**src/rtl/pwm_multichannel_generator.sv**
```systemverilog
// Multichannel edge-aligned PWM generator: one shared prescaler and counter,
// per-channel shadow/active duty registers, three debounced push buttons
// (sum / rest / sel) to edit the selected channel's duty.
// Optional build macro PWM_CENTER_ALIGNED_EN switches to an up/down counter.

// One debounced, edge-detected push button (active-low input).
module pwm_btn_debounce #(
  parameter int DEBOUNCE_BITS = 4
) (
  input  logic clk,
  input  logic rst,
  input  logic btn_n,
  output logic press
);
  localparam logic [DEBOUNCE_BITS-1:0] CNT_MAX = '1;

  logic [1:0]               sync_q, sync_d;
  logic [DEBOUNCE_BITS-1:0] cnt_q, cnt_d;
  logic                     armed_q, armed_d;
  logic                     press_q, press_d;
  logic                     low;

  // Sync, saturating low-time counter, single pulse when it saturates.
  // armed_q only sets after a high level is seen, so a press held across
  // reset is discarded until the button is released.
  always_comb begin
    sync_d  = {sync_q[0], btn_n};
    low     = ~sync_q[1];
    cnt_d   = '0;
    press_d = 1'b0;
    armed_d = 1'b1;
    if (low) begin
      cnt_d   = (cnt_q == CNT_MAX) ? CNT_MAX : cnt_q + 1'b1;
      press_d = armed_q && (cnt_q == CNT_MAX - 1'b1);
      armed_d = armed_q && !press_d;
    end
  end

  // Button state registers.
  always_ff @(posedge clk or negedge rst) begin
    if (!rst) begin
      sync_q  <= '0;
      cnt_q   <= '0;
      armed_q <= 1'b0;
      press_q <= 1'b0;
    end else begin
      sync_q  <= sync_d;
      cnt_q   <= cnt_d;
      armed_q <= armed_d;
      press_q <= press_d;
    end
  end

  assign press = press_q;
endmodule

module pwm_multichannel_generator #(
  parameter int CHANNELS        = 4,
  parameter int FRECUENCY_BITS  = 2,
  parameter int RESOLUTION_BITS = 8,
  parameter int STEP            = 1,
  parameter int DEBOUNCE_BITS   = 4
) (
  input  logic                          clk,
  input  logic                          rst,
  input  logic                          sum,
  input  logic                          rest,
  input  logic                          sel,
  output logic                          ena,
  output logic [RESOLUTION_BITS-1:0]    value,
  output logic [CHANNELS-1:0]           pwm_out,
  output logic [RESOLUTION_BITS-1:0]    referencia,
  output logic [$clog2(CHANNELS)-1:0]   canal,
  output logic                          update
);
  localparam int R  = RESOLUTION_BITS;
  localparam int CW = $clog2(CHANNELS);
  localparam logic [R-1:0] VMAX   = '1;
  localparam logic [R:0]   STEP_W = (R+1)'(STEP);

  logic [FRECUENCY_BITS-1:0]    presc_q, presc_d;
  logic [R-1:0]                 value_q, value_d;
  logic [CHANNELS-1:0][R-1:0]   shadow_q, shadow_d;
  logic [CHANNELS-1:0][R-1:0]   active_q, active_d;
  logic [CHANNELS-1:0]          pwm_q, pwm_d;
  logic [CW-1:0]                canal_q, canal_d;
  logic [2:0]                   press;   // {sel, rest, sum}
  logic [R-1:0]                 cur;
  logic [R:0]                   sum_w;
  logic                         inc_ok, dec_ok;
`ifdef PWM_CENTER_ALIGNED_EN
  logic                         dir_q, dir_d;   // 1 = counting down
`endif

  // Debounced buttons, one instance per button.
  pwm_btn_debounce #(.DEBOUNCE_BITS(DEBOUNCE_BITS)) u_btn [2:0] (
    .clk   (clk),
    .rst   (rst),
    .btn_n ({sel, rest, sum}),
    .press (press)
  );

  assign ena = &presc_q;
`ifdef PWM_CENTER_ALIGNED_EN
  assign update = ena & (value_q == '0) & ~dir_q;
`else
  assign update = ena & (value_q == VMAX);
`endif

  // Prescaler and shared counter.
  always_comb begin
    presc_d = presc_q + 1'b1;
    value_d = value_q;
`ifdef PWM_CENTER_ALIGNED_EN
    dir_d = dir_q;
    if (ena) begin
      if (!dir_q) begin
        if (value_q == VMAX) begin
          value_d = VMAX - 1'b1;
          dir_d   = 1'b1;
        end else begin
          value_d = value_q + 1'b1;
        end
      end else if (value_q == R'(1)) begin
        value_d = '0;
        dir_d   = 1'b0;
      end else begin
        value_d = value_q - 1'b1;
      end
    end
`else
    if (ena) value_d = value_q + 1'b1;
`endif
  end

  // Button actions on the shadow duties and channel select; shadow-to-active
  // copy on the period boundary; registered PWM compare.
  always_comb begin
    shadow_d = shadow_q;
    cur      = shadow_q[canal_q];
    sum_w    = {1'b0, cur} + STEP_W;
    inc_ok   = press[0] & ~press[1];
    dec_ok   = press[1] & ~press[0];
    if (inc_ok) shadow_d[canal_q] = (sum_w > {1'b0, VMAX}) ? VMAX : sum_w[R-1:0];
    if (dec_ok) shadow_d[canal_q] = ({1'b0, cur} >= STEP_W) ? cur - STEP_W[R-1:0] : '0;
    canal_d = canal_q;
    if (press[2]) canal_d = (canal_q == CW'(CHANNELS-1)) ? '0 : canal_q + 1'b1;
    active_d = update ? shadow_q : active_q;
    for (int i = 0; i < CHANNELS; i++) pwm_d[i] = (value_q < active_q[i]);
  end

  // State registers.
  always_ff @(posedge clk or negedge rst) begin
    if (!rst) begin
      presc_q  <= '0;
      value_q  <= '0;
      shadow_q <= '0;
      active_q <= '0;
      pwm_q    <= '0;
      canal_q  <= '0;
`ifdef PWM_CENTER_ALIGNED_EN
      dir_q    <= 1'b0;
`endif
    end else begin
      presc_q  <= presc_d;
      value_q  <= value_d;
      shadow_q <= shadow_d;
      active_q <= active_d;
      pwm_q    <= pwm_d;
      canal_q  <= canal_d;
`ifdef PWM_CENTER_ALIGNED_EN
      dir_q    <= dir_d;
`endif
    end
  end

  assign value      = value_q;
  assign pwm_out    = pwm_q;
  assign canal      = canal_q;
  assign referencia = shadow_q[canal_q];
endmodule

```
**config.mk**
```make
export PLATFORM = sky130hd
export DESIGN_NAME = pwm_multichannel_generator
export DESIGN_NICKNAME = d
export VERILOG_FILES = /design/src/rtl/pwm_multichannel_generator.sv
export SDC_FILE = /design/constraint.sdc
export NUM_CORES = 1
export LEC_CHECK = 0
export ABC_AREA = 1
export CAP_MARGIN = 0
export CELL_PAD_IN_SITES_DETAIL_PLACEMENT = 1
export CELL_PAD_IN_SITES_GLOBAL_PLACEMENT = 2
export CORE_ASPECT_RATIO = 2
export CORE_MARGIN = 5
export CORE_UTILIZATION = 34
export CTS_BUF_LIST = sky130_fd_sc_hd__clkbuf_2 sky130_fd_sc_hd__clkbuf_4 sky130_fd_sc_hd__clkbuf_8
export DETAILED_ROUTE_END_ITERATION = 6
export PLACE_DENSITY = 0.74
export SKIP_CTS_REPAIR_TIMING = 1
export SYNTH_ARGS = -nofsm -noshare
export SYNTH_HDL_FRONTEND = slang
export SYNTH_SLANG_ARGS = --single-unit
```
**constraint.sdc**
```tcl
create_clock -name clk -period 2.1 [get_ports clk]
set_input_delay 0.21 -clock clk [delete_from_list [all_inputs] [get_ports clk]]
set_output_delay 0.21 -clock clk [all_outputs]
set_load 0.05 [all_outputs]
```
==> impl_metrics.py, run 1 <==
metrics = {
    "route": {
        "drt_iter0_markers": 146,
        "drt-total-wl_um": 19440,
        "wl_per_cell_um": 18.50,
        "wl_met2_um": 10440,
        "drt-vias-per-instance": 5.065,
        "wl_met1_um": 7895,
        "num_vias": 5323,
        "ant_nets": 0,
        "wl_met3_um": 475,
        "first_pass_iters": 4,
        "highest_layer": "met4",
        "drc_errors": 0,
    },
    "place": {
        "place_ws_ns": -0.1578,
        "dpl-instance-area_mm2": 0.007083,
        "place_congestion": 0.8306,
        "placedCellCount": 1005,
        "hpwl_um": 14100,
        "port_buffers": 28,
    },
    "critical_path": {
        "worstPathMaxFanout": 6,
        "path_class": "reg2reg",
        "crit_required_ns": 2.41,
        "crit_arrival_ns": 2.67,
        "crit_path_end_kind": "flip-flop",
        "critPathLaunchType": "flip-flop",
    },
    "finish": {
        "n_antenna_cell": 0,
        "drive_gt1_share_pct": 31.87,
        "final_util_pct": 47.49,
        "finalInstanceArea_mm2": 0.008122,
        "fin_cells": 1051,
        "nets": 885,
        "areaGrowthSynthToFinish_pct": 38.49,
    },
    "yosys": {
        "synth.distinct_cells": 42,
        "synthCells": 716,
        "avgSynthCellArea_um2": 8.190,
        "yosys_most_used_dff": "dfrtp_1",
        "synthArstFlopShare_pct": 100.0,
        "synth-seq-cells": 104,
        "synth_edf_count": 0,
        "synth-seq-area-share_pct": 44.38,
        "synth.cell_area_mm2": 0.005864,
        "yosysWarnings": 0,
        "synth_nets": 765,
    },
    "timing": {
        "fin_crit_ns": 2.354,
        "finalClockSkew_ns": 0.01169,
        "rsz0062_at_grt": "yes",
        "worst_slew_pin_slew_ns": 0.5696,
        "drv_slew": 0,
        "worst_slack_ns": -0.2540,
        "fmax_mhz": 424.8,
        "setup_viol": 32,
        "period_share_pct": 112.1,
        "holdWs_ns": 0.2613,
        "hold_viol_final": 0,
        "slew_headroom_pct": 61.98,
    },
    "pwr": {
        "cellPowerDensity_mw_per_mm2": 419.8,
        "peakVddDrop_v": 0.0003073,
        "power.static_leakage_nw": 4.062,
    },
    "die": {
        "die_y_um": 195.7,
        "coreArea_mm2": 0.01710,
        "dieArea_mm2": 0.02013,
        "die_x_um": 102.9,
        "fp-row-count": 68,
        "start_util_pct": 34.29,
        "pin_count": 29,
    },
    "global_routing": {
        "grt_pass1_vias": 5620,
        "overflow": 0,
        "grt_pass1_wl_um": 29720,
        "grt_util_all_layers_pct": 19.31,
        "grt_max_degree": 43,
        "antenna_found_initial": 0,
    },
    "clock_network": {
        "htree_levels": 3,
        "clk_pin_slew_worst_paths_ns": 0.11,
        "clk_latency_ns": 0.37,
        "cts_buffer_depth": 2,
        "cts_num_sinks": 104,
        "cts_root_buf": "clkbuf_8",
        "cts_buffers": 9,
        "cts_tree": "built",
    },
    "min_path": {
        "min-delay-path-class": "in2reg",
    },
    "status": {
        "outcome": "finished with violations",
        "violations": "negative setup slack",
    },
    "run": {
        "drv_cap": 0,
    },
}
## Yosys cell counts (all sizes together), types with 2 or more instances
master | n | area (um2)
nand2 | 195 | 759.5
dfrtp | 104 | 2603
inv | 101 | 386.6
o21ai | 62 | 314.1
a21oi | 50 | 250.2
nor2 | 49 | 235.2
ha | 44 | 550.5
nand3 | 40 | 257.8
clkbuf | 11 | 41.29
nand4 | 8 | 71.32
buf | 7 | 60.05
nor3 | 6 | 35.03
o21bai | 6 | 45.04
xor2 | 6 | 52.55
a2111oi | 4 | 35.03
a21boi | 4 | 30.03
o211ai | 4 | 30.03
a211oi | 3 | 22.52
a31oi | 2 | 12.51
o22ai | 2 | 12.51
or2 | 2 | 12.51
xnor2 | 2 | 17.52
## layout make-up
cell class	count	area (um2)
Fill cell	2003	8980
Tap cell	210	262.8
Clock inverter	7	65.06
Sequential cell	104	2609
Clock buffer	9	123.9
Multi-Input combinational cell	492	3358
Timing Repair Buffer	127	1295
Inverter	102	407.9
## flip-flops by register name, indices dropped and copies added, names as in the netlist
name and count:
u_btn.armed_q 3, u_btn.press 3, presc_q 2, u_btn.sync_q 6, active_q 32, pwm_out 4
shadow_q 32, value 8, canal 2, u_btn.cnt_q 12
## cells by family after synthesis
kind of cell	synth area share (%)
and+or+nand+nor	23.62
AOI/OAI and AO/OA	13.04
buffers and inverters	8.385
DFF	44.38
adders and majority gates	9.388
xor gates and xnor gates	1.195
## worst paths after layout
check	start	endpoint	cells after the start	slack [ns]
max	canal[0]	shadow_q[19]	13	-0.25
min	sum	u_btn[0].sync_q[0]	1	0.26
max reg2reg	canal[0]	shadow_q[19]	13	-0.25
min reg2reg	u_btn[0].sync_q[0]	u_btn[0].sync_q[1]	0	0.36
max in group asynchronous	rst	value[1]	3	1.22
min in group asynchronous	rst	u_btn[0].cnt_q[3]	2	0.30
## cells in the final DEF, fill, tap and decap left out, types with 15 or more instances in the layout
master,count
a21oi_1,24
a21oi_2,26
buf_12,18
buf_4,82
dfrtp_1,99
ha_1,41
inv_1,89
nand2_1,144
nand2_2,31
nand2_4,17
nand3_1,15
nor2_1,37
o21ai_0,57
## metrics by stage
stage                     total power [W]  setup TNS (ns)
after floorplan                  0.002111          -6.160
after detailed placement         0.002198          -3.765
after global routing             0.003561          -8.744
after CTS                        0.003452          -5.016
final                            0.003409          -5.189
after global placement           0.002192          -1.803
## layer usage
layer,track usage [%],vias to the layer above
met4,6.868,0
met1,23.56,2658
met5,0,-
met3,1.993,36
met2,34.41,84
li1,-,2545
## critical path: stages, from the launching register on
cell and delay [ns]:
dfrtp_2 0.49, buf_4 0.17, buf_12 0.12, clkbuf_16 0.15, a21oi_2 0.11, o21ai_1 0.08
and2_4 0.19, inv_2 0.06, nand4_1 0.17, nand2_2 0.15, nand3_4 0.21, nand3_4 0.19
nand2_2 0.07, a21oi_2 0.13
## report_power, final
group / internal, W / switching (W)
Combinational: 0.0000434 / 0.0000791
Clock: 0.000460 / 0.000788
Sequential: 0.00202 / 0.0000178
Power figures use the tool's default switching activity.
==> run 2: changes to the inputs <==
--- a/config.mk
+++ b/config.mk
@@ -11,10 +11,9 @@
 export CELL_PAD_IN_SITES_GLOBAL_PLACEMENT = 2
 export CORE_ASPECT_RATIO = 2
 export CORE_MARGIN = 5
-export CORE_UTILIZATION = 34
-export CTS_BUF_LIST = sky130_fd_sc_hd__clkbuf_2 sky130_fd_sc_hd__clkbuf_4 sky130_fd_sc_hd__clkbuf_8
+export CORE_UTILIZATION = 33
 export DETAILED_ROUTE_END_ITERATION = 6
-export PLACE_DENSITY = 0.74
+export PLACE_DENSITY = 0.73
 export SKIP_CTS_REPAIR_TIMING = 1
 export SYNTH_ARGS = -nofsm -noshare
 export SYNTH_HDL_FRONTEND = slang
==> run 2 against run 1 <==
  * The run still ends with negative setup slack left
  * Global-route usage fell by 1.3 points
  * First-iteration DRC count fell by 27%
  * Cell area fell by 0.12%
  * Combinational power barely moved
  * Non-clock buffer count rose by 2
  * Setup slack improved by 0.037 ns
  * Power rose by 12%
  * Clock power rose by 32%
  * Critical endpoint is now shadow_q[0]
==> impl_metrics.py, run 2 (synthesis results as in run 1) <==
metrics = {
    "route": {
        "first_pass_iters": 4,
        "ant_nets": 0,
        "wl_per_cell_um": 17.85,
        "num_vias": 5237,
        "drt-vias-per-instance": 4.959,
        "drc_errors": 0,
        "drt_iter0_markers": 107,
        "drt-total-wl_um": 18850,
    },
    "critical_path": {
        "crit_required_ns": 2.37,
        "critical_path.slowest_cell": "dfrtp_2",
        "crit_arrival_ns": 2.59,
        "crit_chain": "buf_12 > clkinv_8 > nand2_2 > nand3_2 > nand2_2 > ha_4 > inv_4 > nor2_4 > nand2_2 > nor2_4 > nand3_4 > nor2_4 > nand3_4 > nand3_2 > nand2_1 > a21oi_1",
        "crit_path_end_kind": "flip-flop",
        "critPathLaunchType": "flip-flop",
        "critPathTopFamily": "simple AND/OR/NAND/NOR gates",
        "critPathBufInv": 3,
        "path_class": "reg2reg",
        "worstPathMaxFanout": 8,
        "critPathMaxStageDelay_ns": 0.44,
    },
    "global_routing": {
        "grt_util_all_layers_pct": 17.99,
        "grtUsageMet2_pct": 33.64,
        "use_met1_pct": 21.06,
        "grt_max_degree": 38,
        "overflow": 0,
        "grt_pass1_wl_um": 29440,
        "met3_usage_pct": 2.046,
        "top_usage_layer": "met2",
        "grt_pass1_vias": 5521,
        "antenna_found_initial": 0,
    },
    "clock_network": {
        "cts_num_sinks": 104,
        "cts_root_buf": "clkbuf_16",
        "clk_latency_ns": 0.35,
        "cts_buffer_depth": 2,
        "clk_pin_slew_worst_paths_ns": 0.08,
        "cts_tree": "built",
        "cts_buffers": 9,
        "htree_levels": 3,
    },
    "pwr": {
        "cellPowerDensity_mw_per_mm2": 470.0,
        "power.share.sequential_pct": 53.5,
        "pwr-share-comb_pct": 3.2,
        "p_int_w": 0.002895,
        "p_sw_w": 0.0009174,
        "p_sw_share_pct": 24.06,
        "peakVddDrop_v": 0.0003355,
        "clkPwrFrac_pct": 43.4,
        "totalPowerFinal_w": 0.003813,
        "power.static_leakage_nw": 3.932,
    },
    "status": {
        "outcome": "finished with violations",
        "violations": "negative setup slack",
    },
    "finish": {
        "final_cell_mix": "nand2_1 (156), dfrtp_1 (100), inv_1 (89)",
        "reg.largest.list": "active_q x32, shadow_q x32, u_btn.cnt_q x12",
        "n_antenna_cell": 0,
        "n_fill_cell": 2076,
        "drive_gt1_share_pct": 29.77,
        "layout_commonest_cell": "nand2_1",
        "areaGrowthSynthToFinish_pct": 38.32,
        "nets": 887,
    },
    "run": {
        "drv_cap": 0,
    },
    "timing": {
        "slew_headroom_pct": 63.44,
        "fmax_mhz": 431.6,
        "setup_viol": 28,
        "worst_slew_pin_slew_ns": 0.5346,
        "period_share_pct": 110.3,
        "fin_crit_ns": 2.317,
        "hold_viol_final": 0,
        "worst_slack_ns": -0.2169,
        "finalClockSkew_ns": 0.01095,
        "drv_slew": 0,
        "rsz0062_at_grt": "yes",
    },
    "die": {
        "coreArea_mm2": 0.01761,
        "pin_count": 29,
        "dieArea_mm2": 0.02070,
        "fp-row-count": 69,
        "die_x_um": 104.3,
        "start_util_pct": 33.30,
        "die_y_um": 198.5,
    },
    "place": {
        "port_buffers": 28,
        "place_congestion": 0.8101,
        "place_ws_ns": -0.1831,
        "hpwl_um": 14090,
    },
    "min_path": {
        "min-delay-path-class": "in2reg",
    },
}
==> run 2: cell type report <==
| cell class | instances | area (um2) | share of cell area (%) |
|---|---|---|---|
| Tap cell | 213 | 266.5 | 3.286 |
| Clock inverter | 7 | 60.06 | 0.7404 |
| Multi-Input combinational cell | 492 | 3267 | 40.27 |
| Timing Repair Buffer | 129 | 1272 | 15.69 |
| Clock buffer | 9 | 225.2 | 2.776 |
| Sequential cell | 104 | 2608 | 32.15 |
| Inverter | 102 | 412.9 | 5.090 |
==> run 2: routing by layer <==
metal,vias up,share of wire [%]
met5,-,0
met4,0,2.9
met3,23,2.3
met2,64,55
met1,2583,40
li1,2567,-
==> run 2: final timing paths <==
path                                         start                  to  slack, ns  cells after the start
worst max-delay path                      canal[0]         shadow_q[0]      -0.22                     16
worst min-delay path                          rest  u_btn[1].sync_q[0]       0.30                      1
worst max register to register            canal[0]         shadow_q[0]      -0.22                     16
worst min register to register  u_btn[1].sync_q[0]  u_btn[1].sync_q[1]       0.35                      0
max in group asynchronous                      rst            canal[0]       1.10                      3
min in group asynchronous                      rst   u_btn[0].cnt_q[2]       0.39                      2
==> run 2: power groups by stage <==
stage                     combinational, W  clock (W)  sequential, W
final                             0.000121    0.00165        0.00204
after global routing              0.000141    0.00178        0.00204
after CTS                         0.000118    0.00170        0.00204
after detailed placement          0.000117          0        0.00208
after global placement            0.000115          0        0.00208
after floorplan                  0.0000369          0        0.00207
==> run 2: stage by stage <==
| stage | util, % | cells | setup TNS [ns] | hold WS, ns | area [um2] |
|---|---|---|---|---|---|
| 6_report | 46.06 | 1056 | -4.167 | 0.2968 | 8112 |
| 4_1_cts | 41.99 | 1025 | -5.425 | -0.1472 | 7395 |
| 3_3_place_gp | 40.37 | 1009 | -2.479 | 0.2315 | 7109 |
| 5_1_grt | 46.06 | 1056 | -7.667 | 0.2914 | 8112 |
| 2_1_floorplan | - | 716 | -6.160 | -0.08559 | 5959 |
| 3_5_place_dp | 40.37 | 1009 | -4.468 | 0.2273 | 7109 |
